[config.mk]
export PLATFORM = sky130hd
export DESIGN_NAME = sixteen_bit_priority_encoder
export DESIGN_NICKNAME = d
export VERILOG_FILES = /design/src/rtl/sixteen_bit_priority_encoder.sv
export SDC_FILE = /design/constraint.sdc
export NUM_CORES = 1
export LEC_CHECK = 0
export BUFFER_PORTS_ARGS = -buffer_cell sky130_fd_sc_hd__buf_4
export CAP_MARGIN = 20
export CELL_PAD_IN_SITES_DETAIL_PLACEMENT = 0
export CELL_PAD_IN_SITES_GLOBAL_PLACEMENT = 1
export CORE_AREA = 2 2 39 41
export CTS_BUF_LIST = sky130_fd_sc_hd__clkbuf_4 sky130_fd_sc_hd__clkbuf_8 sky130_fd_sc_hd__clkbuf_16
export DETAILED_ROUTE_END_ITERATION = 7
export DIE_AREA = 0 0 41 43
export GPL_ROUTABILITY_DRIVEN = 0
export PLACE_DENSITY_LB_ADDON = 0.1
export RECOVER_POWER = 25
export SLEW_MARGIN = 30
export SYNTH_ARGS = -nofsm -noshare
export SYNTH_HDL_FRONTEND = slang
export SYNTH_SLANG_ARGS = --single-unit
export TNS_END_PERCENT = 1
[constraint.sdc]
create_clock -name clk -period 1.9 [get_ports clk]
set_clock_uncertainty 0.1 [all_clocks]
set_input_delay 0.19 -clock clk [delete_from_list [all_inputs] [get_ports clk]]
set_output_delay 0.19 -clock clk [all_outputs]
set_load 0.02 [all_outputs]
[src/rtl/sixteen_bit_priority_encoder.sv]
// rtl/sixteen_bit_priority_encoder.sv - registered 16-input priority encoder
// Optional macro PRIOENC_MULTI_EN adds a registered "two or more requests" flag.
module sixteen_bit_priority_encoder #(
    parameter int LSB_PRIORITY = 0
) (
    input  logic        clk,
    input  logic        rst_n,
    input  logic        en,
    input  logic [15:0] A,
    output logic [3:0]  Y,
    output logic        valid
`ifdef PRIOENC_MULTI_EN
    ,
    output logic        multi
`endif
);

    logic [3:0] w_idx;
    logic       w_any;
    logic [3:0] r_y;
    logic       r_valid;

    // Later loop iterations overwrite earlier ones, so scan order sets priority.
    always_comb begin
        w_idx = 4'd0;
        if (LSB_PRIORITY == 0) begin
            for (int i = 0; i < 16; i++) begin
                if (A[i]) w_idx = 4'(i);
            end
        end else begin
            for (int i = 15; i >= 0; i--) begin
                if (A[i]) w_idx = 4'(i);
            end
        end
    end

    assign w_any = |A;

    always_ff @(posedge clk or negedge rst_n) begin
        if (!rst_n) begin
            r_y     <= 4'd0;
            r_valid <= 1'b0;
        end else if (en) begin
            r_y     <= w_idx;
            r_valid <= w_any;
        end
    end

    assign Y     = r_y;
    assign valid = r_valid;

`ifdef PRIOENC_MULTI_EN
    logic w_multi;
    logic r_multi;

    // Clearing the lowest set bit leaves something behind only if 2+ bits were set.
    assign w_multi = |(A & (A - 16'd1));

    always_ff @(posedge clk or negedge rst_n) begin
        if (!rst_n) begin
            r_multi <= 1'b0;
        end else if (en) begin
            r_multi <= w_multi;
        end
    end

    assign multi = r_multi;
`endif

endmodule

Yosys cells after proc, flatten, opt, wreduce, memory -nomap -nowiden
Index checks and enable logic that the tools add are counted.
Storage, ports and cells
  output and inout bits: 5
  bits of input ports: 19
  flip-flop bits (word level): 5
  word-level logic and storage cells: 18
Operators by class
  multiplexer cells: 15
  reductions and logical operators: 1
Operators by type and width (count)
  $mux 4: 13
  $reduce_or 16->1: 1
  $mux 2: 1
  $mux 1: 1

Depth between registers and ports, before layout
Gate-level depths: netlist of run 1.
  depth after elaboration: 15
  depth in mapped cells: 4
  gate-level depth less buffers: 4

Least setup slack after synthesis of run 1
OpenSTA, ideal clock, no wires.
  kind: input to register
  start point: input A[15]
  end point: register r_valid (netlist: valid)
  path buffers: 0
  required time: 1658 ps
  path slack: 682 ps
  arrival time: 976 ps
  setup time: 142 ps
  stages on the path: 4
  cells stage by stage: nand2b_2 or4_4 nor2_2 a31oi_1
On the way
  cells in the longest elaborated chain, start to end: 1
RTL lines
  from (decl): line 9  | input logic [15:0] A,
  $reduce_or 16->1: line 37  | assign w_any = |A;
  to (signal assigned): line 45  | r_valid <= w_any;
  to (decl): line 21  | logic r_valid;
No other way between the ends.
A chain may end at the register's enable or synchronous reset.

Worst setup path after layout of run 1
Same ends and word-level chain as after synthesis.

==> reports/qor.csv, run 1 <==
stage,metric,value,unit
hold_path,Hold Crit Class,input pin to flop,
synth,Synth top area share,0.392,
detailed_routing,WL met2,399,microns
clocking,clk_lat worst skew,240,ps
detailed_routing,drt wl/cell,10.4,microns
critical_path,startpoint types,input pin,
sta,headroom to the max-slew limit,0.722,
synth,"Distinct cells, synth",18,
sta,Slew Limit Fails,0,
final_layout,Non-Filler Instances,83,
synth,xor-xnor portion of the synthesized cell area,0,
sta,min cycle time layout,1140,ps
clocking,clock transition at the registers of the reported paths,40,ps
global_route,global-route wire length before repair,1.43,mm
global_route,number of global-route vias before repair,372,
sta,Final setup viols,0,
sta,achievable frequency,879,MHz
placement,dpl hpwl,754,microns
critical_path,Crit Path Class,input pin to flop,
sta,setup TNS,0,ps
sta,RSZ-0062 raised after global routing,false,
critical_path,CP required,1900,ps
final_layout,share of cells above drive strength 1,0.463,
detailed_routing,DRC Markers,0,
synth,leading area contributor after synthesis,dfrtp_1,
global_route,Tot GR Track Use,0.122,
synth,multiplexer area fraction after synthesis,0,
global_route,GRT overflow,0,
detailed_routing,post-route ant nets,0,
die,die width,41,microns
critical_path,R2R Path Start,Y[0],
final_layout,area grow syn2layout,71.8,%
synth,Post-Syn Area,319,sq um
detailed_routing,routed wl met3,67,microns
clocking,H-Tree Depth,1,
placement,DP Worst Slack,518,ps
clocking,CTS max path bufs,2,
clocking,# Post-CTS Setup Buffers,0,
die,Row Count,14,
clocking,TritonCTS clock tree,built,
critical_path,Worst setup EP type,flop,
die,core area,1380,sq um
synth,register bit count reported by yosys,5,
placement,"number of placed instances, taps included",78,
power,static leakage,0.000243,uW
synth,Mapped Nets,58,
die,die area,1760,sq um
hold_path,hold path start,A[14],
critical_path,"reg-to-reg slack, setup",860,ps
detailed_routing,aggregate routed wire length,864,microns
detailed_routing,drt pass-1 iters,2,
sta,setup slack after layout,762,ps
die,# IOs,24,
placement,IO Port Bufs,23,
sta,Final period util,0.599,
final_layout,post-route cell area,548,sq um
synth,largest family of logic cells by synthesized area,compound AO/OA/AOI/OAI gates,
synth,Synth Area in Adders,0,
power,P per Cell Area,591,nW/um^2
placement,Area after DPL,512,sq um
detailed_routing,drt first-iter violations,1,
status,run status,finished clean,
global_route,initial antenna violation count,0,
detailed_routing,routed vias,388,
synth,Area contributors post-synth,"dfrtp_1, nor2_1, o21ai_0",
sta,Least-Margin Pin Slew,413,ps
synth,Syn. warnings,0,
die,Die Y,43,microns
final_layout,Nets,87,
sta,WHS,129,ps
critical_path,"Data arrival, critical path",1130,ps
synth,Synth Instances,39,
synth,simple-gate share of the synthesized area,0.282,
die,starting density of the core,0.231,
detailed_routing,DR vias/cell,4.67,
clocking,CTS buffer count,3,
clocking,Clock Sinks,5,
global_route,largest net degree at the start of global routing,8,
final_layout,ANT cells,0,
final_layout,number of fill cells in the layout,161,
job,total of max-cap violations,0,
detailed_routing,highest routed metal layer,met4,
power,Max VDD drop,0.170,mV
critical_path,largest fanout on the critical path,3,
sta,Final Hold Viols,0,
synth,Compound-Gate Fraction of Synth Area,0.290,
detailed_routing,WL met1,385,microns
synth,Syn Area/Cell,8.18,sq um
critical_path,crit path launch,A[15],
synth,"Seq/Total Area, Yosys",0.392,
clocking,clk root buf,clkbuf_4,
## synth_stat cells
library cell	n
nor2_1	11
dfrtp_1	5
inv_1	3
o21ai_0	3
a21oi_1	2
a31oi_1	2
nor4_1	2
a221o_1	1
nand2_1	1
nand2b_2	1
nor2_2	1
nor2b_1	1
o22a_2	1
o22ai_1	1
o311a_1	1
o31ai_1	1
o32a_2	1
or4_4	1
## critical path, stage by stage
cell and delay (ps):
buf_4 100, nand2b_2 180, or4_4 430, nor2_2 140
a31oi_1 80
## through the flow
step                      utilization  total power (uW)
after detailed placement        0.370               192
after global placement          0.370               193
after global routing            0.396               351
final                           0.396               324
after floorplan                     -               141
after CTS                       0.399               332
## worst paths after layout
path | end | cells after the start
worst max-delay path | valid | 5
worst min-delay path | Y[1] | 2
worst max register to register | Y[0] | 3
worst min register to register | Y[3] | 2
max in group asynchronous | valid | 2
min in group asynchronous | Y[1] | 2
## cells in the final DEF, fill, tap and decap left out, drive strengths merged
master	count
o21ai	3
inv	3
o31ai	1
a221o	1
o311a	1
nand2b	1
nor4	2
dfrtp	5
a21oi	2
o32a	1
o22a	1
clkbuf	5
o22ai	1
dlygate4sd3	1
nor2	12
a31oi	2
nand2	1
or4	1
buf	22
nor2b	1
## sequential cells by signal, indices dropped and copies added (netlist names)
signal,flops
valid,1
Y,4
## kinds of logic (layout without fill, tap and decap cells)
| group | count (synthesis) | count (layout) |
|---|---|---|
| compound gates | 13 | 13 |
| buf+inv | 3 | 31 |
| flops | 5 | 5 |
| simple gates | 18 | 18 |
## where the power goes
part           internal, uW  total (uW)  switching [uW]
Combinational          41.9        75.7            33.8
Clock                  93.4         133            40.0
Sequential              112         115            3.13
## routing by layer
metal  up-vias  GRT usage
met5         -          0
met4         0      0.100
met3         2     0.0157
met2        18      0.172
met1       169      0.155
li1        199          -
## final cells by class
class                   count  area (sq um)  share of cell area
clock buffers               4          30.0              0.0548
inverters                   3          11.3              0.0205
multi-input cells          31           183               0.333
flip-flops and latches      5           125               0.228
well taps                  16          20.0              0.0365
repair buffers             24           179               0.326
## repair_timing
item                      4_1_cts  5_1_grt
hold buffers                    1        0
gates resized for setup         0        0
hold endpoints to repair        5        0
Note: power is estimated with default switching activity, not from simulation.
==> run 2: changes to the inputs <==
--- a/config.mk
+++ b/config.mk
@@ -9,10 +9,9 @@
 export CAP_MARGIN = 20
 export CELL_PAD_IN_SITES_DETAIL_PLACEMENT = 0
 export CELL_PAD_IN_SITES_GLOBAL_PLACEMENT = 1
-export CORE_AREA = 2 2 39 41
+export CORE_UTILIZATION = 21
 export CTS_BUF_LIST = sky130_fd_sc_hd__clkbuf_4 sky130_fd_sc_hd__clkbuf_8 sky130_fd_sc_hd__clkbuf_16
 export DETAILED_ROUTE_END_ITERATION = 7
-export DIE_AREA = 0 0 41 43
 export GPL_ROUTABILITY_DRIVEN = 0
 export PLACE_DENSITY_LB_ADDON = 0.1
 export RECOVER_POWER = 25
==> constraint.sdc (replaced) <==
create_clock -name clk -period 1 [get_ports clk]
set_clock_uncertainty 0.1 [all_clocks]
set_input_delay 0.1 -clock clk [delete_from_list [all_inputs] [get_ports clk]]
set_output_delay 0.1 -clock clk [all_outputs]
set_load 0.02 [all_outputs]
==> reports/qor.csv, run 2 (synthesis results as in run 1) <==
stage,metric,value,unit,change
status,run status,"complete, but fails checks",,was finished clean
status,failing checks,negative setup slack,,
critical_path,"Data arrival, critical path",860,ps,was 1130 ps
final_layout,area grow syn2layout,107,%,was 71.8%
power,static leakage,0.000309,uW,was 0.000243 uW
power,switch share,0.237,,about the same
sta,headroom to the max-slew limit,0.825,,was 0.722
placement,IO Port Bufs,23,,unchanged
die,# IOs,24,,unchanged
power,P_int,508,uW,was 247 uW
final_layout,"most common cell after layout, fill and taps aside",buf_4,,unchanged
power,Comb power frac,0.292,,was 0.234
detailed_routing,aggregate routed wire length,899,microns,was 864 microns
critical_path,Crit Path Class,flop to output port,,was input pin to flop
power,Clock Power Share,0.381,,was 0.412
detailed_routing,drt first-iter violations,8,,was 1
final_layout,register area,125,sq um,unchanged
die,Die Y,41.0,microns,was 43 microns
sta,min cycle time layout,1060,ps,
final_layout,ANT cells,0,,unchanged
final_layout,most frequent cells in the layout,"buf_4, nor2_1, dfrtp_1, clkbuf_4, buf_6",,"was buf_4, nor2_1, dfrtp_1, clkbuf_4"
power,NetSw,157,uW,was 76.9 uW
sta,Final setup viols,1,,was 0
final_layout,share of cells above drive strength 1,0.570,,was 0.463
final_layout,post-route cell area,662,sq um,was 548 sq um
final_layout,max reg flops,4,,unchanged
detailed_routing,DR vias/cell,4.49,,was 4.67
die,Row Count,13,,was 14
clocking,CTS buffer count,3,,unchanged
global_route,number of global-route vias before repair,382,,was 372
clocking,H-Tree Depth,1,,unchanged
clocking,TritonCTS clock tree,built,,unchanged
global_route,Tot GR Track Use,0.141,,was 0.122
critical_path,CP required,800,ps,was 1900 ps
die,starting density of the core,0.236,,was 0.231
job,total of max-cap violations,0,,unchanged
global_route,initial antenna violation count,0,,unchanged
sta,RSZ-0062 raised after global routing,true,,was false
critical_path,largest fanout on the critical path,2,,was 3
final_layout,Nets,99,,was 87
detailed_routing,DRC Markers,0,,unchanged
placement,Area after DPL,601,sq um,was 512 sq um
clocking,CTS max path bufs,2,,unchanged
die,die width,41.0,microns,was 41 microns
sta,Final Hold Viols,0,,unchanged
detailed_routing,drt wl/cell,9.56,microns,was 10.4 microns
global_route,GRT overflow,0,,unchanged
clocking,Clock Sinks,5,,unchanged
power,Max VDD drop,0.414,mV,was 0.170 mV
clocking,clk_lat worst skew,240,ps,about the same
sta,Final period util,1.06,,
global_route,global-route wire length before repair,1.47,mm,was 1.43 mm
die,die area,1680,sq um,was 1760 sq um
placement,DP Worst Slack,-234,ps,was 518 ps
power,Seq pwr share,0.327,,was 0.355
detailed_routing,post-route ant nets,0,,unchanged
final_layout,area of the multi-input gates,193,sq um,was 183 sq um
detailed_routing,drt pass-1 iters,2,,unchanged
sta,WHS,66.8,ps,was 129 ps
sta,achievable frequency,946,MHz,
clocking,clk root buf,clkbuf_4,,unchanged
power,P per Cell Area,1010,nW/um^2,was 591 nW/um^2
clocking,clock transition at the registers of the reported paths,40,ps,about the same
critical_path,startpoint types,flop,,was input pin
sta,Least-Margin Pin Slew,261,ps,was 413 ps
sta,setup slack after layout,-57.3,ps,was 762 ps
final_layout,fin util,0.490,,was 0.396
final_layout,number of fill cells in the layout,145,,was 161
detailed_routing,routed vias,422,,was 388
sta,Slew Limit Fails,0,,unchanged
critical_path,Worst setup EP type,output port,,was flop
hold_path,Hold Crit Class,input pin to flop,,unchanged
global_route,largest net degree at the start of global routing,7,,was 8
die,core area,1350,sq um,was 1380 sq um
clocking,# Post-CTS Setup Buffers,0,,unchanged
placement,dpl hpwl,789,microns,was 754 microns
## run 2: cell count changes in the layout (fill, tap and decap cells not counted), sizes merged
cell	change
buf	+12
## run 2: path summary, 6_finish.rpt
check	start	end	slack [ps]	cells past startpoint
min in group asynchronous	rst_n	Y[2]	140	2
setup / recovery	Y[0]	Y[0]	-60	2
hold reg to reg	Y[1]	Y[1]	410	1
max in group asynchronous	rst_n	valid	460	2
hold / removal	A[0]	valid	70	3
setup reg to reg	Y[0]	Y[0]	0	3
## run 2: repair_timing
item / CTS / global route
setup endpoints to repair: 2 / 5
resized for setup: 3 / 4
hold endpoints to repair: 5 / 0
cloned: 0 / 0
hold buffers: 1 / 0
## run 2: power groups by stage
| stage | registers, uW | clock network [uW] | logic (uW) |
|---|---|---|---|
| 3_5_place_dp | 219 | 0 | 182 |
| 5_1_grt | 219 | 283 | 214 |
| 3_3_place_gp | 219 | 0 | 182 |
| 6_report | 218 | 254 | 194 |
| 2_1_floorplan | 231 | 0 | 36.9 |
| 4_1_cts | 217 | 268 | 192 |
## run 2: per-layer routing
metal	global-route usage	part of all wire	vias to the layer above
met5	0	0	-
met3	0.0217	0.072	3
met1	0.172	0.48	174
met4	0.150	0.021	0
li1	-	-	225
met2	0.199	0.43	20
## run 2: per-stage QoR
step	std cells	setup TNS, ps	power (uW)
finish	94	-57.3	665
floorplan	39	-326	268
global placement	89	-831	402
detailed placement	89	-841	401
CTS	94	-74.0	677
global route	94	-175	717
## run 2: layout make-up
type	instances	area share
clock buffer	4	0.0454
timing repair buffer	36	0.429
tap	15	0.0284
inverter	3	0.0170
multi-input combinational	31	0.291
sequential	5	0.189
## run 2: worst max-delay path: stages, from the launching register on
cell and delay [ps]:
dfrtp_1 380, buf_6 120, buf_6 120
==> run 3: changes to the inputs <==
==> constraint.sdc (replaced) <==
create_clock -name clk -period 1 [get_ports clk]
set_clock_uncertainty 0.1 [all_clocks]
set_input_delay 0.2 -clock clk [delete_from_list [all_inputs] [get_ports clk]]
set_output_delay 0.2 -clock clk [all_outputs]
set_load 0.02 [all_outputs]
==> reports/qor.csv, run 3 (synthesis results as in run 1) <==
stage,metric,value,unit,change
sta,Final period util,1.16,,was 1.06
clocking,TritonCTS clock tree,built,,unchanged
die,# IOs,24,,unchanged
global_route,global-route wire length before repair,1.47,mm,unchanged
die,Row Count,13,,unchanged
final_layout,ANT cells,0,,unchanged
critical_path,cell mode on critical path,buf_6,,unchanged
sta,Slew Limit Fails,0,,unchanged
sta,Least-Margin Pin Slew,261,ps,about the same
final_layout,"most common cell after layout, fill and taps aside",buf_4,,unchanged
critical_path,largest fanout on the critical path,2,,unchanged
detailed_routing,drt wl/cell,9.80,microns,was 9.56 microns
final_layout,max reg flops,4,,unchanged
critical_path,Worst setup EP type,output port,,unchanged
global_route,number of global-route vias before repair,382,,unchanged
clocking,CTS buffer count,3,,unchanged
detailed_routing,DRC Markers,0,,unchanged
power,Max VDD drop,0.414,mV,about the same
sta,Final setup viols,8,,was 1
global_route,met3 Track Usage GR,0.0217,,unchanged
final_layout,most frequent cells in the layout,"buf_4, nor2_1, buf_6, dfrtp_1, clkbuf_4",,"was buf_4, nor2_1, dfrtp_1, clkbuf_4, buf_6"
critical_path,critical path cell sequence,"buf_6, buf_6",,unchanged
final_layout,share of cells above drive strength 1,0.582,,was 0.570
critical_path,startpoint types,flop,,unchanged
placement,dpl hpwl,789,microns,unchanged
sta,achievable frequency,862,MHz,was 946 MHz
final_layout,Nets,99,,unchanged
die,core area,1350,sq um,unchanged
job,total of max-cap violations,0,,unchanged
sta,headroom to the max-slew limit,0.825,,about the same
status,run status,"complete, but fails checks",,unchanged
clocking,clock transition at the registers of the reported paths,40,ps,about the same
global_route,GRT overflow,0,,unchanged
global_route,initial antenna violation count,0,,unchanged
sta,min cycle time layout,1160,ps,was 1060 ps
clocking,H-Tree Depth,1,,unchanged
detailed_routing,DR vias/cell,4.51,,was 4.49
detailed_routing,drt pass-1 iters,3,,was 2
die,Die Y,41.0,microns,unchanged
critical_path,R2R cell count,3,,unchanged
detailed_routing,routed vias,424,,was 422
global_route,grt met2 use,0.199,,unchanged
critical_path,"Data arrival, critical path",860,ps,about the same
critical_path,max incr delay on CP,380,ps,about the same
global_route,Tot GR Track Use,0.141,,unchanged
power,P per Cell Area,984,nW/um^2,was 1010 nW/um^2
clocking,# Post-CTS Setup Buffers,0,,unchanged
clocking,CTS max path bufs,2,,unchanged
hold_path,Hold Crit Class,input pin to flop,,unchanged
status,failing checks,negative setup slack,,unchanged
final_layout,area grow syn2layout,115,%,was 107%
detailed_routing,drt first-iter violations,7,,was 8
sta,Final Hold Viols,0,,unchanged
global_route,largest net degree at the start of global routing,7,,unchanged
clocking,Clock Sinks,5,,unchanged
hold_path,Worst Hold Path Cells,3,,unchanged
global_route,Most Crowded Layer GR,met2,,unchanged
critical_path,"reg-to-reg slack, setup",-10,ps,was 0 ps
die,die width,41.0,microns,unchanged
die,die area,1680,sq um,unchanged
power,static leakage,0.000318,uW,was 0.000309 uW
placement,IO Port Bufs,23,,unchanged
clocking,clk root buf,clkbuf_4,,unchanged
sta,setup slack after layout,-160,ps,was -57.3 ps
detailed_routing,aggregate routed wire length,921,microns,was 899 microns
sta,RSZ-0062 raised after global routing,true,,unchanged
critical_path,CP max stage cell,dfrtp_1,,unchanged
clocking,clk_lat worst skew,240,ps,about the same
power,total power draw,673,uW,was 665 uW
detailed_routing,post-route ant nets,0,,unchanged
die,starting density of the core,0.236,,unchanged
critical_path,Crit Path Class,flop to output port,,unchanged
critical_path,CP required,700,ps,was 800 ps
sta,WHS,168,ps,was 66.8 ps
global_route,GR Util met1,0.172,,unchanged
[run 3: metrics by stage]
stage               TNS, ps  instance area, sq um  setup WS (ps)  std cells  utilization
floorplan              -626                   319           -205         39            -
global placement      -1330                   601           -329         89        0.445
detailed placement    -1340                   601           -334         89        0.445
CTS                    -603                   663           -170         94        0.491
global route           -728                   684           -200         94        0.507
finish                 -450                   684           -160         94        0.507
[run 3: per-layer routing]
| layer | up-vias | wire length, microns | part of all wire |
|---|---|---|---|
| met5 | - | 0 | 0 |
| met4 | 0 | 0 | 0 |
| met3 | 0 | 59 | 0.064 |
| met2 | 19 | 438 | 0.48 |
| li1 | 225 | - | - |
| met1 | 180 | 422 | 0.46 |
[run 3: critical path, delay by kind of cell (launching register included)]
kind	cells	cell delay, ps
buffers and inverters	2	240
DFF	1	380
[run 3: timing repair]
item / CTS / global route
endpoints found under the hold margin: 5 / 0
endpoints found under the setup margin: 9 / 10
hold buffers: 1 / 0
gates cloned: 0 / 0
gates resized for setup: 7 / 5
[run 3: path summary, 6_finish.rpt]
check | start | to
max | Y[0] | Y[0]
min | A[0] | valid
max reg2reg | Y[0] | Y[0]
min reg2reg | Y[1] | Y[1]
max in group asynchronous | rst_n | valid
min in group asynchronous | rst_n | Y[2]
[run 3: report_power, final]
part	switching, uW	internal, uW
Clock	77.0	178
Sequential	5.96	212
Combinational	78.9	122
Total	162	511
[run 3: layout make-up]
| class | instances | area (sq um) |
|---|---|---|
| multi-input combinational | 31 | 208 |
| fill | 138 | 666 |
| tap | 15 | 18.8 |
| clock buffer | 4 | 30.0 |
| timing repair buffer | 36 | 292 |
| sequential | 5 | 125 |
| inverter | 3 | 11.3 |
